===== config.mk =====
export PLATFORM = sky130hd
export DESIGN_NAME = axis_adc_avg_decim
export DESIGN_NICKNAME = d
export VERILOG_FILES = /design/src/rtl/axis_adc_avg_decim.sv
export SDC_FILE = /design/constraint.sdc
export NUM_CORES = 1
export LEC_CHECK = 0
export ABC_AREA = 1
export ABC_CLOCK_PERIOD_IN_PS = 2900
export BUFFER_PORTS_ARGS = -buffer_cell sky130_fd_sc_hd__buf_2
export CAP_MARGIN = 20
export CORE_UTILIZATION = 50
export DETAILED_ROUTE_END_ITERATION = 8
export PLACE_DENSITY_LB_ADDON = 0.1
export SETUP_SLACK_MARGIN = 0.1
export SLEW_MARGIN = 25
export SYNTH_ARGS = -nofsm -noshare
export SYNTH_HDL_FRONTEND = slang
export SYNTH_SLANG_ARGS = --single-unit

===== constraint.sdc =====
create_clock -name clk -period 2.9 [get_ports clk]
set_input_delay 0.58 -clock clk [delete_from_list [all_inputs] [get_ports clk]]
set_output_delay 0.58 -clock clk [all_outputs]
set_load 0.02 [all_outputs]

===== src/rtl/axis_adc_avg_decim.sv =====
// axis_adc_avg_decim: boxcar-averages 2**LOG2_AVG AXIS samples into one output, tlast every FRAME_LEN outputs.
// Define AXIS_ADC_AVG_ROUND_EN for round-half-up instead of truncation.
module axis_adc_avg_decim #(
  parameter int DATA_W    = 16,
  parameter int LOG2_AVG  = 3,
  parameter int FRAME_LEN = 256
) (
  input  logic              clk,
  input  logic              reset,
  input  logic [DATA_W-1:0] s_axis_tdata,
  input  logic              s_axis_tvalid,
  output logic              s_axis_tready,
  output logic [DATA_W-1:0] m_axis_tdata,
  output logic              m_axis_tvalid,
  input  logic              m_axis_tready,
  output logic              m_axis_tlast,
  output logic [15:0]       frame_count
);
  localparam int AW = DATA_W + LOG2_AVG;
  localparam int CW = (LOG2_AVG > 0) ? LOG2_AVG : 1;
  localparam logic [CW-1:0] CNT_MAX = CW'((1 << LOG2_AVG) - 1);
  localparam logic [15:0] IDX_MAX = 16'(FRAME_LEN - 1);
`ifdef AXIS_ADC_AVG_ROUND_EN
  localparam logic [AW-1:0] RND = AW'((1 << LOG2_AVG) >> 1);
`else
  localparam logic [AW-1:0] RND = '0;
`endif
  typedef enum logic {ACCUM, OUTPUT} state_t;
  state_t state_q, state_d;
  logic [AW-1:0] acc_q, acc_d, sum;
  logic [CW-1:0] cnt_q, cnt_d;
  logic [15:0] idx_q, idx_d, frames_q, frames_d;
  logic [DATA_W-1:0] data_q, data_d, avg;
  logic valid_q, valid_d, last_q, last_d, in_hs, out_hs, blk_done;
  always_ff @(posedge clk) begin
    if (reset) begin
      state_q  <= ACCUM;
      acc_q    <= '0;
      cnt_q    <= '0;
      idx_q    <= '0;
      frames_q <= '0;
      data_q   <= '0;
      valid_q  <= 1'b0;
      last_q   <= 1'b0;
    end else begin
      state_q  <= state_d;
      acc_q    <= acc_d;
      cnt_q    <= cnt_d;
      idx_q    <= idx_d;
      frames_q <= frames_d;
      data_q   <= data_d;
      valid_q  <= valid_d;
      last_q   <= last_d;
    end
  end
  // The full block sum always fits AW bits, even with the rounding bias added.
  always_comb begin
    in_hs    = (state_q == ACCUM) && s_axis_tvalid;
    out_hs   = valid_q && m_axis_tready;
    sum      = acc_q + AW'(s_axis_tdata) + RND;
    avg      = DATA_W'(sum >> LOG2_AVG);
    blk_done = in_hs && (cnt_q == CNT_MAX);
    state_d  = state_q;
    acc_d    = acc_q;
    cnt_d    = cnt_q;
    idx_d    = idx_q;
    frames_d = frames_q;
    data_d   = data_q;
    valid_d  = valid_q;
    last_d   = last_q;
    if (in_hs) begin
      acc_d = blk_done ? '0 : acc_q + AW'(s_axis_tdata);
      cnt_d = blk_done ? '0 : cnt_q + 1'b1;
    end
    if (blk_done) begin
      data_d  = avg;
      valid_d = 1'b1;
      last_d  = (idx_q == IDX_MAX);
      state_d = OUTPUT;
    end
    if (out_hs) begin
      valid_d  = 1'b0;
      last_d   = 1'b0;
      state_d  = ACCUM;
      idx_d    = last_q ? '0 : idx_q + 16'd1;
      frames_d = frames_q + 16'(last_q);
    end
  end
  assign s_axis_tready = (state_q == ACCUM);
  assign m_axis_tdata  = data_q;
  assign m_axis_tvalid = valid_q;
  assign m_axis_tlast  = last_q;
  assign frame_count   = frames_q;
endmodule


# ---- Word-level counts from Yosys, hierarchy flattened
# Cells that the tools add are included.
dict set report classes {
  add_sub_neg 4
  n_mux 3
  reduce_logical 4
  n_eq_ne 2
  bitwise 1
}
# cell n
set ops {}
lappend ops {{$add A19 B16 Y19} 1}
lappend ops {{$mux W19} 1}
lappend ops {{$add A16 B1 Y16} 1}
lappend ops {{$add A16 B1 Y16 const B} 1}
lappend ops {{$eq A16 B8 Y1 const B} 1}
lappend ops {{$mux W16} 1}
lappend ops {{$add A3 B1 Y3 const B} 1}
lappend ops {{$eq A3 B3 Y1 const B} 1}
lappend ops {{$logic_and A1 B1 Y1} 3}
lappend ops {{$mux W3} 1}
lappend ops {{$reduce_or A2 Y1} 1}
lappend ops {{$not A1 Y1} 1}
dict set report totals {
  out_inout_bits 35
  regBits 72
  wordCells 21
  input_bits 20
}

# ---- Logic depth before layout (Yosys ltp)
dict set report logic_depth {
  word_depth 4
  depth_mapped 15
  ltp_nobuf 15
}

# ---- Worst setup path before layout
# OpenSTA, ideal clock, no wires.
dict set report synth_path {
  path_type {input -> register}
  start {input port s_axis_tdata[0]}
  end {register data_q[13] (netlist: m_axis_tdata[13])}
  setup_time_ns 0.109
  setup_slack_ns 0.873
  arrival_ns 1.919
  path_buffers 0
  cell_stages 15
  t_required_ns 2.791
  cell_sequence {ha_1 > inv_1 > fa_1 > inv_1 > nand3_1 > nand3_1 > nand2_1 > nand2_1 > nand2_1 > nand2_1 > nand2_1 > nand2_1 > nand2_1 > nand2_1 > inv_1}
}
dict set report synth_between {
  elab_chain_len 1
}
# item line_no
set synth_rtl {}
lappend synth_rtl {{start, declared} 10} ;# input logic [DATA_W-1:0] s_axis_tdata,
lappend synth_rtl {{$add A19 B16 Y19} 60} ;# sum = acc_q + AW'(s_axis_tdata) + RND;
lappend synth_rtl {{end signal, assigned} 51} ;# data_q <= data_d;
lappend synth_rtl {{end, declared} 33} ;# logic [DATA_W-1:0] data_q, data_d, avg;
# Every way passes these cells.
# A chain may end at the register's enable or synchronous reset.

# ---- Worst setup path after layout
dict set report layout_path {
  start {register acc_q[0]}
  end {register data_q[13] (netlist: m_axis_tdata[13])}
}
dict set report layout_between {
  elab_chain_len 1
}
# item line_no
set layout_rtl {}
lappend layout_rtl {{start, declared} 30} ;# logic [AW-1:0] acc_q, acc_d, sum;
lappend layout_rtl {{start signal, assigned} 38} ;# acc_q <= '0;
lappend layout_rtl {{start signal, assigned} 47} ;# acc_q <= acc_d;
lappend layout_rtl {{$add A19 B16 Y19} 60}
# Every way passes these cells.

==> results_tabular.tex <==
\begin{tabular}{lr}
\hline
Metric & Value \\
\hline
\multicolumn{2}{l}{\textbf{Clock network}} \\
Insertion delay of the later-clocked pin in the worst-skew pair & roughly 0.35 ns \\
CTS root buffer & clkbuf\_8 \\
CTS tree & yes \\
CTS max path bufs & 2 \\
Worst-path clk slew & 0.08 ns \\
Resized cells post-CTS & 0 \\
Post-CTS Setup Inserts & 0 \\
Number of buffers created by CTS & 9 \\
Num Clock Sinks & 72 \\
CTS hold repair buffers & 0 \\
Total number of H-tree levels & 3 \\
\multicolumn{2}{l}{\textbf{Worst setup path}} \\
Critical path cell sequence & ha\_1, inv\_1, fa\_1, inv\_1, nand3\_1, nand3\_1, nand2\_1, nand2\_1, nand2\_1, nand2\_1, nand2\_1, nand2\_1, nand2\_1, nand2\_1, inv\_1 \\
Category of the worst setup path launch point & flop \\
Most numerous cell on the critical path & nand2\_1 \\
Data arrival, critical path & between 2 and 2.5 ns \\
Nature of the critical path endpoint & flop \\
Critical-path maximum fanout & 5 \\
Category of the most critical setup path & reg2reg \\
Crit path largest cell delay & roughly 0.36 ns \\
Critical-path cell with the highest stage delay & fa\_1 \\
WP data required & 3.16 ns \\
\multicolumn{2}{l}{\textbf{Route}} \\
Number of design rule violations left after detail routing & 0 \\
Number of DRC markers in iteration 0 & 176 \\
Count of TritonRoute iterations in the first routing pass & 4 \\
Vias per std cell & 5.19 \\
Post-detailed-route wirelength per cell & roughly 13 um \\
Routed WL & between 9000 and 10000 um \\
Number of routed nets with antenna violations & 0 \\
DR vias & 4001 \\
\multicolumn{2}{l}{\textbf{Finish}} \\
Total area of sequential cells & between 0.001 and 0.0015 mm2 \\
Number of standard cells in the final layout excluding fillers & just under 800 \\
Footprint of the multi-input gates & 0.00233 mm2 \\
Signed area change from the synthesized netlist to the final layout & 14.3\% \\
Commonest cells after routing, fill and taps aside & 164 x nand2\_1, 82 x inv\_1, 72 x dfxtp\_1 \\
Fraction of final layout cells sized beyond drive strength 1 & 0.146 \\
N\_diodes & 0 \\
Most common cell after layout, fill and taps aside & nand2\_1 \\
Fill cells & 766 \\
Final net count & 707 \\
\multicolumn{2}{l}{\textbf{STA}} \\
Fraction of the cycle the final worst path needs & 0.675 \\
Peak clock frequency supported by timing & 511 MHz \\
Final setup margin & about 0.94 ns \\
Final setup skew & 0.00864 ns \\
Minimum clock period & 1.96 ns \\
Post-route setup TNS & 0 ns \\
Unrepaired setup endpoints after global routing & false \\
Finish-stage setup viols & 0 \\
Final hold slack & 0.471 ns \\
Max-slew headroom at the worst pin & 0.504 \\
Number of hold violations in the final report & 0 \\
Actual transition at the worst max-transition pin & 0.743 ns \\
Number of max-slew violations in the final report & 0 \\
\multicolumn{2}{l}{\textbf{Pwr}} \\
Max VDD drop & 0.264 mV \\
Pwr dens & 491 mW/mm2 \\
LEAKAGE & 2.36 nW \\
\multicolumn{2}{l}{\textbf{Die}} \\
Number of rows created at floorplan & 32 \\
Floorplan Core Area & 0.00789 mm2 \\
Die height & between 90 and 100 um \\
Initial Util & 0.526 \\
Floorplan die width & 93.1 um \\
Total die area & 0.00867 mm2 \\
Num ports & between 50 and 60 \\
\multicolumn{2}{l}{\textbf{Synth}} \\
Count of synthesis-stage warnings from yosys & 0 \\
Distinct cells, synth & 36 \\
Synthesized instance count & just over 600 \\
Cells taking the most area after synthesis & dfxtp\_1 35\%, nand2\_1 15\%, inv\_1 7.4\% \\
Average cell area after synthesis & 6.81 um2 \\
Synthesized area & 0.00415 mm2 \\
Post-Syn Nets & between 600 and 700 \\
Area leader, netlist & dfxtp\_1 \\
Synthesized flop and latch total & 72 \\
Post-synth top area share & 0.347 \\
Register area share after synthesis & 0.347 \\
\multicolumn{2}{l}{\textbf{Global route}} \\
Final global-route overflow total & 0 \\
Via count of the first global-routing pass & 3890 \\
Maximum number of pins on one net before global-route repair & 31 \\
Global-route wire length before repair & 16900 um \\
All-layer global routing usage & 0.246 \\
Number of antenna violations at the first check in global routing & 0 \\
\multicolumn{2}{l}{\textbf{Place}} \\
Final Wtd Congestion & 0.904 \\
Input/output buffers & 54 \\
Placed cell count & 756 \\
Half-perimeter wire length after placement & 7270 um \\
Pre-CTS worst setup slack & 0.611 ns \\
\multicolumn{2}{l}{\textbf{Flow run}} \\
Max\_cap viols & 0 \\
\multicolumn{2}{l}{\textbf{Run status}} \\
Result of the run & completed \\
\multicolumn{2}{l}{\textbf{Hold path}} \\
Hold Crit Class & reg2reg \\
\hline
\end{tabular}
==> layout make-up <==
cell class	count	area share
clock buffer	10	0.0290
clock inverter	5	0.0171
inverter	85	0.0672
multi-input combinational	438	0.491
sequential	72	0.304
tap	102	0.0269
timing repair buffer	59	0.0649
==> routing by layer <==
| metal | vias up | track usage | share of wire |
|---|---|---|---|
| li1 | 2087 | - | - |
| met1 | 1837 | 0.296 | 0.46 |
| met2 | 66 | 0.434 | 0.49 |
| met3 | 11 | 0.0504 | 0.040 |
| met4 | 0 | 0.0808 | 0.012 |
| met5 | - | 0 | 0 |
==> per-stage QoR <==
step	utilization	total power, mW	instance area, um2
final	0.602	2.33	4750
after CTS	0.602	2.35	4750
after global routing	0.602	2.46	4750
after floorplan	-	1.35	4150
after detailed placement	0.574	1.45	4530
after global placement	0.574	1.45	4530
==> registers in the layout, summed over array words and instances, names as in the netlist <==
| signal | cells |
|---|---|
| acc_q | 19 |
| frame_count | 16 |
| idx_q | 16 |
| m_axis_tdata | 16 |
| cnt_q | 3 |
| m_axis_tlast | 1 |
| m_axis_tvalid | 1 |
==> cells by family (layout without fill, tap and decap cells) <==
kind of cell / Yosys count / count (layout) / synth area share
simple gates: 294 / 294 / 0.318
compound gates: 111 / 111 / 0.151
buf+inv: 100 / 159 / 0.0919
flops: 72 / 72 / 0.347
fa+ha+maj: 22 / 22 / 0.0681
xor+xnor: 11 / 11 / 0.0232
==> power by group <==
group          internal (mW)  switching, mW
logic                  0.144          0.254
registers               1.02         0.0192
clock network          0.503          0.392
total                   1.66          0.666
==> Yosys cell counts (all sizes together) <==
master and number:
nand2 167, inv 85, dfxtp 72, a21oi 59
nor2 53, nand3 34, o21ai 25, ha 21
nand4 15, nor3 12, o21a 12, clkbuf 10
xor2 7, buf 5, o21bai 5, or2 5
nand3b 4, xnor2 4, a21o 3, a211oi 2
and2 2, o211ai 2, a2bb2oi 1, a32o 1
a32oi 1, and3 1, fa 1, nor4 1
==> worst paths after layout <==
check	startpoint	to	slack, ns	depth (start not counted)
setup / recovery	acc_q[0]	m_axis_tdata[13]	0.94	15
hold / removal	cnt_q[1]	cnt_q[1]	0.47	2
setup reg to reg	acc_q[0]	m_axis_tdata[13]	0.94	15
hold reg to reg	cnt_q[1]	cnt_q[1]	0.47	2
==> worst max-delay path, delay by kind of cell, from the launching register on <==
family,cells,cell delay [ns]
adder cells (fa/ha/maj),2,0.56
buffers and inverters,3,0.21
flip-flops,1,0.34
AND/OR/NAND/NOR,10,0.76
Note: power is estimated with default switching activity, not from simulation.
